**src/rtl/squash_pkg.sv**
```systemverilog
// Shared constants for the Solo Squash input conditioning slice: channel map and default timing.
// Channel order matches the wrapper io_in[4:0] bit order.
package squash_pkg;

  localparam int N_BTN         = 5;
  localparam int BTN_EXT_RESET = 0;
  localparam int BTN_PAUSE     = 1;
  localparam int BTN_NEW_GAME  = 2;
  localparam int BTN_DOWN      = 3;
  localparam int BTN_UP        = 4;

  localparam int DEF_SYNC_STAGES   = 2;
  localparam int DEF_DEBOUNCE_BITS = 16;
  localparam int DEF_REPEAT_DELAY  = 8_000_000;
  localparam int DEF_REPEAT_PERIOD = 2_000_000;

  // Only the paddle keys auto-repeat; holding pause/new-game/reset must not retrigger.
  function automatic bit is_repeat_ch(input int ch);
    return (ch == BTN_DOWN) || (ch == BTN_UP);
  endfunction

endpackage

```
**src/rtl/squash_input_conditioner_channel.sv**
```systemverilog
// One button channel: sync chain, saturating debounce counter, registered level and press pulse.
// Raw edge to level/press: SYNC_STAGES + 2**DEBOUNCE_BITS cycles; no backpressure, press is a one-shot.
module debounce_channel #(
  parameter int SYNC_STAGES   = 2,
  parameter int DEBOUNCE_BITS = 16,
  parameter bit REPEAT_EN     = 1'b0,
  parameter int REPEAT_DELAY  = 8_000_000,
  parameter int REPEAT_PERIOD = 2_000_000
) (
  input  logic clk,
  input  logic rst,
  input  logic btn_n,
  output logic level_n,
  output logic press
);

  localparam logic [DEBOUNCE_BITS-1:0] DB_MAX = '1;

  logic [SYNC_STAGES-1:0]   sync;
  logic                     syn;
  logic [DEBOUNCE_BITS-1:0] cnt;
  logic                     flip;
  logic                     fall;
  logic                     rpt_hit;

  assign syn  = sync[SYNC_STAGES-1];
  assign flip = (syn != level_n) && (cnt == DB_MAX);
  assign fall = flip & level_n;

  always_ff @(posedge clk or posedge rst) begin
    if (rst) begin
      sync    <= '1;
      cnt     <= '0;
      level_n <= 1'b1;
      press   <= 1'b0;
    end else begin
      sync  <= {sync[SYNC_STAGES-2:0], btn_n};
      press <= fall | rpt_hit;
      if (syn == level_n) begin
        cnt <= '0;
      end else if (flip) begin
        level_n <= syn;
        cnt     <= '0;
      end else begin
        cnt <= cnt + DEBOUNCE_BITS'(1);
      end
    end
  end

  generate
    if (REPEAT_EN && (REPEAT_PERIOD > 0) && (REPEAT_DELAY >= REPEAT_PERIOD)) begin : g_rpt
      localparam int RPT_W = $clog2(REPEAT_DELAY) + 1;
      localparam logic [RPT_W-1:0] RPT_HIT    = RPT_W'(REPEAT_DELAY - 1);
      localparam logic [RPT_W-1:0] RPT_RELOAD = RPT_W'(REPEAT_DELAY - REPEAT_PERIOD);

      logic [RPT_W-1:0] rpt_cnt;
      logic             rise;

      // A repeat landing on the release edge is suppressed so no pulse accompanies the release.
      assign rise    = flip & ~level_n;
      assign rpt_hit = ~level_n & ~rise & (rpt_cnt == RPT_HIT);

      // Reloading to DELAY-PERIOD makes every later hit land PERIOD cycles apart.
      always_ff @(posedge clk or posedge rst) begin
        if (rst) begin
          rpt_cnt <= '0;
        end else if (level_n || rise) begin
          rpt_cnt <= '0;
        end else if (rpt_hit) begin
          rpt_cnt <= RPT_RELOAD;
        end else begin
          rpt_cnt <= rpt_cnt + RPT_W'(1);
        end
      end
    end else begin : g_no_rpt
      assign rpt_hit = 1'b0;
    end
  endgenerate

endmodule

```
**src/rtl/squash_input_conditioner.sv**
```systemverilog
// Conditions the five raw active-low pads into debounced levels, press pulses and a design reset.
// Levels/press lag the pad by SYNC_STAGES+DB_MAX+1, design_reset lags ext reset by 2; SQUASH_AUTOREPEAT_EN adds up/down repeat.
module squash_input_conditioner #(
  parameter int N_BTN         = squash_pkg::N_BTN,
  parameter int SYNC_STAGES   = squash_pkg::DEF_SYNC_STAGES,
  parameter int DEBOUNCE_BITS = squash_pkg::DEF_DEBOUNCE_BITS,
  parameter int REPEAT_DELAY  = squash_pkg::DEF_REPEAT_DELAY,
  parameter int REPEAT_PERIOD = squash_pkg::DEF_REPEAT_PERIOD
) (
  input  logic             clk,
  input  logic             rst,
  input  logic [N_BTN-1:0] btn_n_in,
  output logic [N_BTN-1:0] btn_n_out,
  output logic [N_BTN-1:0] press,
  output logic             design_reset
);

  import squash_pkg::*;

`ifdef SQUASH_AUTOREPEAT_EN
  localparam bit AUTOREPEAT = 1'b1;
`else
  localparam bit AUTOREPEAT = 1'b0;
`endif

  logic r1;

  generate
    for (genvar i = 0; i < N_BTN; i++) begin : g_ch
      debounce_channel #(
        .SYNC_STAGES  (SYNC_STAGES),
        .DEBOUNCE_BITS(DEBOUNCE_BITS),
        .REPEAT_EN    (AUTOREPEAT && is_repeat_ch(i)),
        .REPEAT_DELAY (REPEAT_DELAY),
        .REPEAT_PERIOD(REPEAT_PERIOD)
      ) u_ch (
        .clk    (clk),
        .rst    (rst),
        .btn_n  (btn_n_in[i]),
        .level_n(btn_n_out[i]),
        .press  (press[i])
      );
    end
  endgenerate

  // Asserts immediately on rst, releases two clean clock edges after both sources are inactive.
  always_ff @(posedge clk or posedge rst) begin
    if (rst) begin
      r1           <= 1'b1;
      design_reset <= 1'b1;
    end else begin
      r1           <= ~btn_n_out[BTN_EXT_RESET];
      design_reset <= r1;
    end
  end

endmodule

```
**config.mk**
```make
export PLATFORM = sky130hd
export DESIGN_NAME = squash_input_conditioner
export DESIGN_NICKNAME = d
export VERILOG_FILES = /design/src/rtl/squash_pkg.sv /design/src/rtl/squash_input_conditioner_channel.sv /design/src/rtl/squash_input_conditioner.sv
export SDC_FILE = /design/constraint.sdc
export NUM_CORES = 1
export LEC_CHECK = 0
export CORE_MARGIN = 3
export CORE_UTILIZATION = 45
export CTS_BUF_LIST = sky130_fd_sc_hd__clkbuf_8
export DETAILED_ROUTE_END_ITERATION = 8
export PLACE_DENSITY = 0.68
export SLEW_MARGIN = 5
export SYNTH_ARGS = -nofsm -noshare
export SYNTH_HDL_FRONTEND = slang
export SYNTH_SLANG_ARGS = --single-unit
```
**constraint.sdc**
```tcl
create_clock -name clk -period 2.8 [get_ports clk]
set_clock_uncertainty 0.2 [all_clocks]
set_input_delay 0.28 -clock clk [delete_from_list [all_inputs] [get_ports clk]]
set_output_delay 0.28 -clock clk [all_outputs]
set_load 0.03 [all_outputs]
```
# ---- Word level (Yosys, flattened, before mapping)
# Index checks and enable logic that the tools add are counted.
# W data, S select, Z words.
dict set report word_totals {
  out_inout_bits 11
  regBits 102
  wordCells 73
  inputBits 7
}
dict set report op_classes {
  reduce_logical 10
  mux 10
  n_eq_ne 15
  bitwise_logic 11
  add_sub_neg 5
}
# operator n
set ops {}
lappend ops {{$mux W16} 10}
lappend ops {{$add A16 B1 Y16 const B} 5}
lappend ops {{$eq A16 B16 Y1 const B} 5}
lappend ops {{$reduce_and A2 Y1} 5}
lappend ops {{$not A1 Y1} 6}
lappend ops {{$and A1 B1 Y1} 5}
lappend ops {{$eq A1 B1 Y1} 5}
lappend ops {{$logic_and A1 B1 Y1} 5}
lappend ops {{$ne A1 B1 Y1} 5}

# ---- Depth between registers and ports, before layout
# Gate-level depths: netlist of the first run.
dict set report depth {
  depth_word 4
  depth_mapped 7
  mapped_depth_nobuf 5
}

# ---- By module
# Synthesis of the first run repeated with hierarchy kept, for this count alone.
dict set report hier_totals {
  cells_unflattened 424
  hier_area_um2 4770.8
}
# module seq_area_each_um2 area_per_inst_um2 instances cells_per_inst
set modules_own_cells {}
lappend modules_own_cells {debounce_channel 504.2 942.2 5 84}
lappend modules_own_cells {squash_input_conditioner 52.6 60.1 1 4}

# ---- Worst setup path after synthesis of the first run
# No wires, ideal clock.
dict set report synth_path {
  path_kind {flip-flop to flip-flop}
  from {reg g_ch[4].u_ch.cnt[0]}
  to {reg g_ch[4].u_ch.level_n}
  synth_period_minus_slack_ns 2.010
  stages_incl_launch_ff 6
  path_slack_ns 0.790
  n_path_buf 0
  setup_ns 0.085
  required_time_ns 2.515
  t_arrival_ns 1.725
  cell_sequence {dfrtp_1 > ha_1 > nand3_2 > or4_4 > nor3_4 > mux2_1}
}
dict set report synth_between {
  elab_chain_cells 3
}
# item line
set synth_rtl {}
lappend synth_rtl {{start: declaration} squash_input_conditioner_channel.sv:21} ;# logic [DEBOUNCE_BITS-1:0] cnt;
lappend synth_rtl {{start signal: assignment} squash_input_conditioner_channel.sv:45} ;# cnt <= cnt + DEBOUNCE_BITS'(1);
lappend synth_rtl {{$eq A16 B16 Y1} squash_input_conditioner_channel.sv:27} ;# assign flip = (syn != level_n) && (cnt == DB_MAX);
lappend synth_rtl {{$logic_and A1 B1 Y1} squash_input_conditioner_channel.sv:27}
lappend synth_rtl {{$reduce_and A2 Y1 (no source line)} n/a}
lappend synth_rtl {{end signal: assignment} squash_input_conditioner_channel.sv:42} ;# level_n <= syn;
lappend synth_rtl {{end: declaration} squash_input_conditioner_channel.sv:13} ;# output logic level_n,
# No other way between the ends.
# A chain may end at the register's enable or synchronous reset.

# ---- Worst setup path in the final report of the first run
dict set report layout_path {
  from {reg g_ch[2].u_ch.cnt[0]}
  to {reg g_ch[2].u_ch.cnt[9]}
}
dict set report layout_between {
  elab_chain_cells 4
  elab_cells_between_ends 5
  classes_between {add/sub (1); eq/ne (1); mux (2); reduce/logical (1)}
}
# item line
set layout_rtl {}
lappend layout_rtl {{start: declaration} squash_input_conditioner_channel.sv:21}
lappend layout_rtl {{start signal: assignment} squash_input_conditioner_channel.sv:45}
lappend layout_rtl {{parallel branches: the longest is 2 deep, another holds $add A16 B1 Y16} n/a}
lappend layout_rtl {{$mux W16 (*)} squash_input_conditioner_channel.sv:41} ;# end else if (flip) begin
lappend layout_rtl {{$mux W16 (*)} squash_input_conditioner_channel.sv:39} ;# if (syn == level_n) begin
# Every way passes the cells marked *.

==> results.py, run 1 <==
metrics = {
    "outcome": {
        "status": "completed",
    },
    "logic_synthesis": {
        "synth-seq-area-share_pct": 54.71,
        "synth_most_common_cell": "nor2_1",
        "synthCells": 445,
        "synth_edf_count": 0,
        "async_flop_share_pct": 100.0,
        "ys_warn_count": 0,
        "synthTopCellsByArea": "dfrtp_1, dfstp_2, xnor2_1",
        "synth_top_area_share_pct": 45.21,
        "synth_xor_area_share_pct": 13.40,
        "synth_fp_nets": 457,
        "syn_area_um2": 4705,
        "synth_top_cell_by_area": "dfrtp_1",
        "synth_ff_type": "dfrtp_1",
        "synth_cell_types": 38,
        "synth_fa_ha_area_share_pct": 1.330,
        "synth_compound_area_share_pct": 1.250,
        "synth_seq_cells": 102,
        "synth.avg_cell_area_um2": 10.57,
        "synth_common_cells": "nor2_1, dfrtp_1, xnor2_1, nand4_1, nand3_1",
        "synth_top_family_by_area": "simple AND/OR/NAND/NOR gates",
        "synthSimpleGateAreaFrac_pct": 23.78,
        "synth_mux_area_share_pct": 0.9574,
    },
    "routing": {
        "vias": 2962,
        "wl_met1_mm": 3.532,
        "final_antenna_net_count": 0,
        "avgViaCountPerCell": 5.012,
        "detail_route.first_pass.iterations": 4,
        "top_layer": "met4",
        "wire_per_inst_um": 11.82,
        "drt-total-wl_mm": 6.986,
        "post-route-drc-count": 0,
        "met3WireLength_um": 156,
        "drt_iter0_markers": 106,
        "wl_met2_mm": 3.204,
    },
    "setup_path": {
        "end_kind": "register",
        "critPathLaunchType": "register",
        "required_ps": 2820,
        "cp.arrival_ps": 2270,
        "crit_type": "register to register",
        "r2r_cells": 5,
        "cp_max_fo": 15,
    },
    "die": {
        "core_um2": 9955,
        "die_y_um": 108.2,
        "initial_core_util_pct": 47.26,
        "fp.dieArea_um2": 11720,
        "rows": 36,
        "fp.dieW_um": 108.2,
        "io_pins": 18,
    },
    "timing": {
        "maxSlewHeadroom_pct": 65.90,
        "hold-worst-slack_ps": 120.3,
        "fin_crit_sh_pct": 80.11,
        "worst_pin_slew_ps": 511.6,
        "period_needed_ps": 2243,
        "setup_violations": 0,
        "fin_tns_setup_ps": 0,
        "rsz0062_at_grt": "no",
        "fmax_ghz": 0.4458,
        "hold_viol_final": 0,
        "drv_slew": 0,
    },
    "final_layout": {
        "antennaDiodeCount": 0,
        "areaGrowthSynthToFinish_pct": 8.298,
        "utilization_pct": 51.18,
        "nets": 465,
        "regArea_um2": 2574,
        "multi_input_area_um2": 1916,
        "n_fill_cell": 869,
        "drive_gt1_share_pct": 10.92,
    },
    "placed_design": {
        "routabilityCongestion": 0.7550,
        "io_buffers": 17,
        "dp_hpwl_mm": 4.635,
    },
    "global_route": {
        "globalRoute.totalOverflow": 0,
        "grt_usage_pct": 13.49,
        "antenna_found_initial": 0,
        "grt_pass1_vias": 2793,
        "grt_pass1_wl_mm": 12.79,
        "grt_max_degree": 103,
    },
    "clock_network": {
        "ctsResizeCount": 0,
        "cts_tree": "done",
        "htree_levels": 3,
        "numCtsBuffers": 9,
        "post_cts_buffers": 0,
        "cts_hold_buf": 0,
        "clk_latency_ps": 360,
        "clock-sinks": 102,
        "clkTransAtPathRegs_ps": 100,
        "cts-root-buf": "clkbuf_8",
        "clk_path_buf_depth": 2,
    },
    "pwr": {
        "power.density_nw_per_um2": 480.4,
        "peakVddDrop_uv": 275.4,
        "p_leak_nw": 2.048,
    },
    "job": {
        "cap_violations": 0,
    },
    "min_path": {
        "holdCritPathClass": "input pin to register",
        "min_path_cells": 1,
    },
}
area by class of cell:
type / instances / share of cell area [%]
Multi-Input combinational cell: 304 / 37.60
Clock buffer: 10 / 2.701
Timing Repair Buffer: 18 / 3.733
Sequential cell: 102 / 50.52
Tap cell: 133 / 3.266
Clock inverter: 6 / 0.7859
Inverter: 18 / 1.400
cells in the final DEF (no fill, tap or decap), drive strengths merged, types with 8 or more instances in the layout:
cell and n:
nand2 18, nor4 14, clkdlybuf4s50 17, dfrtp 85
nand3 25, clkbuf 10, xor2 21, and4 8
inv 19, nor3 16, nor2 90, xnor2 51
nand4 28, dfstp 17
registers in the layout (all words and copies together), names as in the netlist:
| signal | flops |
|---|---|
| r1 | 1 |
| g_ch.u_ch.cnt | 80 |
| g_ch.u_ch.press | 5 |
| g_ch.u_ch.sync | 10 |
| g_ch.u_ch.level_n | 5 |
| design_reset | 1 |
cells by family (layout without fill, tap and decap cells):
| logic type | count (synthesis) | after routing |
|---|---|---|
| AND/OR/NAND/NOR | 215 | 215 |
| buffers and inverters | 39 | 52 |
| multiplexers | 4 | 4 |
| AO/OA/AOI/OAI | 8 | 8 |
| flip-flops | 102 | 102 |
| adder cells (fa/ha/maj) | 5 | 5 |
| XOR/XNOR | 72 | 72 |
worst paths after layout:
path                                      startpoint                   end  slack (ps)
max in group asynchronous                        rst  g_ch[0].u_ch.sync[0]        1770
worst max register to register   g_ch[2].u_ch.cnt[0]   g_ch[2].u_ch.cnt[9]         560
worst max-delay path             g_ch[2].u_ch.cnt[0]   g_ch[2].u_ch.cnt[9]         560
min in group asynchronous                        rst  g_ch[4].u_ch.cnt[14]         210
worst min-delay path                     btn_n_in[4]  g_ch[4].u_ch.sync[0]         120
worst min register to register  g_ch[3].u_ch.sync[0]  g_ch[3].u_ch.sync[1]         160
where the power goes:
part	total [mW]	internal, mW	switching (mW)	leakage, nW
logic	0.0952	0.0332	0.0620	0.604
clock network	0.825	0.345	0.481	0.0911
registers	1.53	1.50	0.0235	1.35
layer usage:
metal | vias up | track usage (%)
li1 | 1509 | -
met1 | 1432 | 18.92
met2 | 15 | 20.74
met3 | 6 | 3.642
met4 | 0 | 3.787
met5 | - | 0
worst max-delay path, stage by stage (launching register included):
cell,delay (ps)
dfrtp_1,410
ha_1,240
nand4_2,190
nor4_1,490
or2_1,490
nor2_1,110
through the flow:
step | power, mW | std cells | setup WS (ps) | cell area (µm²)
finish | 2.447 | 591 | 556.8 | 5095
global route | 2.571 | 591 | 321.3 | 5095
CTS | 2.492 | 591 | 543.5 | 5095
detailed placement | 1.654 | 575 | 537.5 | 4917
global placement | 1.651 | 575 | 663.5 | 4917
floorplan | 1.627 | 445 | 790.3 | 4708
Note: power is estimated with default switching activity, not from simulation.
==> inputs of run 2 (changes only) <==
- PLACE_DENSITY: 0.68 -> 0.66
- clock period: 2.8 -> 2.35 ns (I/O delays scaled with it)
==> run 2 against run 1 <==
Net effect:
- combinational power is 21% higher
- highest routed layer unchanged
- count of clock-buffer cells in the layout is 1 higher
- register-to-register slack worse by 330 ps
- non-clock buffer count is 3 higher
- largest power group unchanged
- flip-flop and latch count stayed put
- fmax is 5.8% higher
- clock power is 38% higher
==> results.py, run 2 (synthesis gave the netlist of run 1 again) <==
metrics = {
    "die": {
        "fp.dieW_um": 108.2,
        "fp.dieArea_um2": 11720,
        "rows": 36,
        "io_pins": 18,
        "initial_core_util_pct": 47.26,
        "die_y_um": 108.2,
        "core_um2": 9955,
    },
    "clock_network": {
        "cts-root-buf": "clkbuf_8",
        "clk_latency_ps": 370,
        "clk_path_buf_depth": 2,
        "cts_hold_buf": 0,
        "clkTransAtPathRegs_ps": 100,
        "cts_tree": "done",
        "ctsResizeCount": 0,
        "clock-sinks": 102,
        "post_cts_buffers": 0,
        "htree_levels": 3,
        "numCtsBuffers": 9,
    },
    "timing": {
        "maxSlewHeadroom_pct": 66.46,
        "drv_slew": 0,
        "rsz0062_at_grt": "no",
        "setup_violations": 0,
        "fin_crit_sh_pct": 90.20,
        "hold_viol_final": 0,
        "fmax_ghz": 0.4718,
        "period_needed_ps": 2120,
        "fin_tns_setup_ps": 0,
        "worst_pin_slew_ps": 503.1,
        "hold-worst-slack_ps": 58.14,
    },
    "global_route": {
        "grt_pass1_vias": 2863,
        "globalRoute.totalOverflow": 0,
        "grt_max_degree": 103,
        "antenna_found_initial": 0,
        "grt_usage_pct": 13.80,
        "grt_pass1_wl_mm": 12.89,
    },
    "setup_path": {
        "critPathSlowestCell": "or4_4",
        "crit_type": "register to register",
        "cp.depth": 5,
        "critPathLaunchType": "register",
        "critPathMaxStageDelay_ps": 560,
        "required_ps": 2450,
        "cp_max_fo": 6,
        "r2r_start": "g_ch[4].u_ch.cnt[0]",
        "r2r-end": "g_ch[4].u_ch.level_n",
        "cp.arrival_ps": 2220,
        "path_buf_inv": 0,
        "r2r_cells": 5,
        "worstPathCellList": "ha_1 -> nand3_2 -> or4_4 -> nor3_4 -> mux2_1",
        "rrSetupSlack_ps": 230,
        "crit_family": "simple AND/OR/NAND/NOR gates",
        "end_kind": "register",
    },
    "placed_design": {
        "io_buffers": 17,
        "place_area_um2": 4940,
        "routabilityCongestion": 0.7844,
        "dp_hpwl_mm": 4.753,
    },
    "final_layout": {
        "top_regs": "g_ch.u_ch.cnt: 80 flops, g_ch.u_ch.sync: 10 flops",
        "drive_gt1_share_pct": 11.93,
        "final_common_cell": "nor2_1",
        "areaGrowthSynthToFinish_pct": 9.415,
        "mostFrequentLayoutCells": "nor2_1, dfrtp_1, xnor2_1",
        "regMostFlops": "g_ch.u_ch.cnt",
        "largest_reg_flops": 80,
        "antennaDiodeCount": 0,
        "nets": 468,
        "postLayoutCellArea_um2": 5147,
    },
    "pwr": {
        "peakVddDrop_uv": 346.6,
        "p_leak_nw": 2.076,
        "power.density_nw_per_um2": 598.3,
    },
    "min_path": {
        "holdCritPathClass": "input pin to register",
        "min_path_cells": 1,
        "worstHoldEndpoint": "g_ch[1].u_ch.sync[0]",
        "min_from": "btn_n_in[1]",
    },
    "routing": {
        "post-route-drc-count": 0,
        "vias": 3002,
        "avgViaCountPerCell": 5.054,
        "final_antenna_net_count": 0,
        "drt-total-wl_mm": 7.299,
        "drt_iter0_markers": 141,
        "detail_route.first_pass.iterations": 4,
        "wire_per_inst_um": 12.29,
    },
    "outcome": {
        "status": "completed",
    },
    "job": {
        "cap_violations": 0,
    },
}
[run 2: cell types whose count changed in the layout (fill, tap and decap cells not counted), moves of 2 or more]
cell,previous run,this run
inv_1,19,17
buf_4,0,3
clkinv_2,0,2
clkinv_4,2,0
[run 2: metrics by stage]
step | worst slack [ps] | cells | util, % | power [mW]
6_report | 230.3 | 594 | 51.71 | 3.080
5_1_grt | 62.49 | 594 | 51.71 | 3.226
4_1_cts | 219.6 | 594 | 51.71 | 3.132
3_5_place_dp | 232.2 | 578 | 49.62 | 1.974
3_3_place_gp | 288.3 | 578 | 49.62 | 1.969
2_1_floorplan | 340.3 | 445 | - | 1.939
[run 2: final cells by class]
type                    count  area, µm²
clock buffers              11      151.4
fillers                   891       4807
clock inverters             5      56.30
multi-input cells         304       1916
repair buffers             21      212.7
inverters                  18      71.32
flip-flops and latches    102       2574
well taps                 133      166.4
[run 2: report_power, final]
part | switching (mW) | internal, mW
logic | 0.0743 | 0.0409
registers | 0.0287 | 1.79
clock network | 0.594 | 0.551
total | 0.697 | 2.38
[run 2: how the worst max path moves through the flow]
stage	endpoint	start
CTS	g_ch[4].u_ch.level_n	g_ch[4].u_ch.cnt[0]
detailed placement	g_ch[4].u_ch.level_n	g_ch[4].u_ch.cnt[0]
global placement	g_ch[4].u_ch.level_n	g_ch[4].u_ch.cnt[0]
floorplan	g_ch[4].u_ch.level_n	g_ch[4].u_ch.cnt[0]
global route	g_ch[1].u_ch.cnt[10]	g_ch[1].u_ch.cnt[0]
finish	g_ch[4].u_ch.level_n	g_ch[4].u_ch.cnt[0]
[run 2: worst reg2reg max path: cells and delay by family, from the launching register on]
kind / cells / cell delay (ps)
fa+ha+maj: 1 / 220
flops: 1 / 400
mux: 1 / 330
simple gates: 3 / 900
[run 2: metal layers]
layer	vias up	routed length, µm	GRT usage (%)
met1	1459	3666	18.70
met5	-	0	0
met4	0	197	7.574
met2	25	3290	21.14
li1	1505	-	-
met3	13	145	2.388
==> inputs of run 3 (changes only) <==
- PLACE_DENSITY: 0.66 -> not set
- REMOVE_ABC_BUFFERS: not set -> 1
- SLEW_MARGIN: 5 -> not set
==> run 3 against run 2 <==
Net effect:
- flip-flop and latch count unchanged
- via count is 0.60% higher
- die area unchanged
- sequential share of layout area shrank 0.41 points
- cell area grew 0.83%
- routed wire length is 4.5% higher
- setup slack improved by 13 ps
- register-to-register slack is essentially flat
- core utilization grew 0.43 points
- non-clock buffer count rose by 5
- critical path type unchanged
==> results.py, run 3 (synthesis gave the netlist of run 1 again) <==
metrics = {
    "timing": {
        "fmax_ghz": 0.4746,
        "maxSlewHeadroom_pct": 66.74,
        "setup_violations": 0,
        "hold_viol_final": 0,
        "worst_pin_slew_ps": 494.3,
        "period_needed_ps": 2107,
        "rsz0062_at_grt": "no",
        "fin_crit_sh_pct": 89.66,
        "drv_slew": 0,
    },
    "routing": {
        "post-route-drc-count": 0,
        "drt-total-wl_mm": 7.629,
        "final_antenna_net_count": 0,
        "avgViaCountPerCell": 5.042,
        "drt_iter0_markers": 102,
        "wire_per_inst_um": 12.74,
        "vias": 3020,
        "detail_route.first_pass.iterations": 4,
    },
    "min_path": {
        "holdCritPathClass": "input pin to register",
    },
    "pwr": {
        "p_int_mw": 2.410,
        "combPwrFrac_pct": 3.9,
        "p_leak_nw": 2.113,
        "p_seq_share_pct": 59.1,
        "total_power_mw": 3.076,
        "peakVddDrop_uv": 285.3,
        "power.switching_uw": 666.9,
        "power.density_nw_per_um2": 592.8,
        "p_sw_share_pct": 21.68,
        "pwr-share-clk_pct": 36.9,
    },
    "die": {
        "core_um2": 9955,
        "fp.dieArea_um2": 11720,
        "initial_core_util_pct": 47.26,
        "fp.dieW_um": 108.2,
        "die_y_um": 108.2,
        "io_pins": 18,
        "rows": 36,
    },
    "setup_path": {
        "cp_max_fo": 6,
        "required_ps": 2440,
        "critPathLaunchType": "register",
        "cp.arrival_ps": 2200,
        "end_kind": "register",
        "crit_type": "register to register",
    },
    "global_route": {
        "grt_usage_pct": 14.28,
        "antenna_found_initial": 0,
        "grt_max_degree": 37,
        "grt_pass1_wl_mm": 13.32,
        "grt_pass1_vias": 2880,
        "globalRoute.totalOverflow": 0,
    },
    "clock_network": {
        "clkTransAtPathRegs_ps": 90,
        "clock-sinks": 102,
        "cts_tree": "done",
        "cts_hold_buf": 1,
        "post_cts_buffers": 0,
        "cts-root-buf": "clkbuf_8",
        "numCtsBuffers": 9,
        "htree_levels": 3,
        "clk_latency_ps": 360,
        "ctsResizeCount": 0,
        "clk_path_buf_depth": 2,
    },
    "final_layout": {
        "largest_reg_flops": 80,
        "drive_gt1_share_pct": 12.23,
        "regMostFlops": "g_ch.u_ch.cnt",
        "areaGrowthSynthToFinish_pct": 10.32,
        "multi_input_area_um2": 1916,
        "mostFrequentLayoutCells": "nor2_1, dfrtp_1, xnor2_1",
        "final_common_cell": "nor2_1",
        "top_regs": "g_ch.u_ch.cnt: 80 flops, g_ch.u_ch.sync: 10 flops",
        "instances_no_fill": 599,
        "postLayoutCellArea_um2": 5190,
        "regArea_um2": 2574,
        "n_fill_cell": 901,
        "antennaDiodeCount": 0,
        "nets": 473,
    },
    "placed_design": {
        "io_buffers": 17,
        "place_area_um2": 4969,
        "dp.cells": 582,
        "dp_hpwl_mm": 5.219,
        "routabilityCongestion": 0.7592,
    },
    "job": {
        "cap_violations": 0,
    },
    "outcome": {
        "status": "completed",
    },
}
[run 3: changes by cell type in the layout (fill, tap and decap cells not counted)]
cell           previous run  this run
buf_4                     3         7
clkinv_2                  2         0
clkinvlp_4                2         0
inv_1                    17        19
clkbuf_8                 11        12
clkinv_4                  0         1
dlygate4sd3_1             0         1
inv_4                     0         1
inv_6                     1         0
[run 3: area by class of cell]
cell class                 instances  share of cell area (%)
clock buffer                      12                   3.182
clock inverter                     4                  0.8920
inverter                          18                   1.350
multi-input combinational        304                   36.91
sequential                       102                   49.59
tap                              133                   3.206
timing repair buffer              26                   4.870
[run 3: worst paths after layout]
| check | from | endpoint | slack [ps] | depth (start not counted) |
|---|---|---|---|---|
| max in group asynchronous | rst | g_ch[2].u_ch.sync[0] | 730 | 4 |
| min | btn_n_in[0] | g_ch[0].u_ch.sync[0] | 70 | 1 |
| max reg2reg | g_ch[4].u_ch.cnt[0] | g_ch[4].u_ch.level_n | 240 | 5 |
| max | g_ch[4].u_ch.cnt[0] | g_ch[4].u_ch.level_n | 240 | 5 |
| min reg2reg | r1 | design_reset | 160 | 0 |
| min in group asynchronous | rst | g_ch[4].u_ch.cnt[15] | 530 | 3 |
[run 3: metal layers]
| layer | share of wire [%] | track usage (%) |
|---|---|---|
| met1 | 49 | 19.39 |
| met2 | 47 | 21.94 |
| met3 | 2.9 | 3.761 |
| met4 | 1.4 | 5.591 |
| met5 | 0 | 0 |
[run 3: power groups by stage]
| stage | clock, mW | sequential [mW] | combinational, mW |
|---|---|---|---|
| final | 1.14 | 1.82 | 0.121 |
| after global routing | 1.26 | 1.83 | 0.141 |
| after CTS | 1.20 | 1.82 | 0.127 |
| after detailed placement | 0 | 1.85 | 0.124 |
| after global placement | 0 | 1.85 | 0.123 |
| after floorplan | 0 | 1.85 | 0.0815 |
[run 3: critical path, stage by stage (launching register included)]
cell and delay, ps:
dfrtp_1 390, ha_1 210, nand3_2 140, or4_4 560, nor3_4 200, mux2_1 340
[run 3: stage by stage]
step           TNS (ps)  worst slack (ps)  utilization, %  hold slack (ps)
6_report              0             242.9           52.14            70.89
5_1_grt               0             68.81           52.14            45.62
4_1_cts               0             219.6           52.14            39.51
3_5_place_dp          0             245.1           49.91            146.8
3_3_place_gp          0             289.9           49.91            145.4
2_1_floorplan    -62930            -732.3               -            39.48
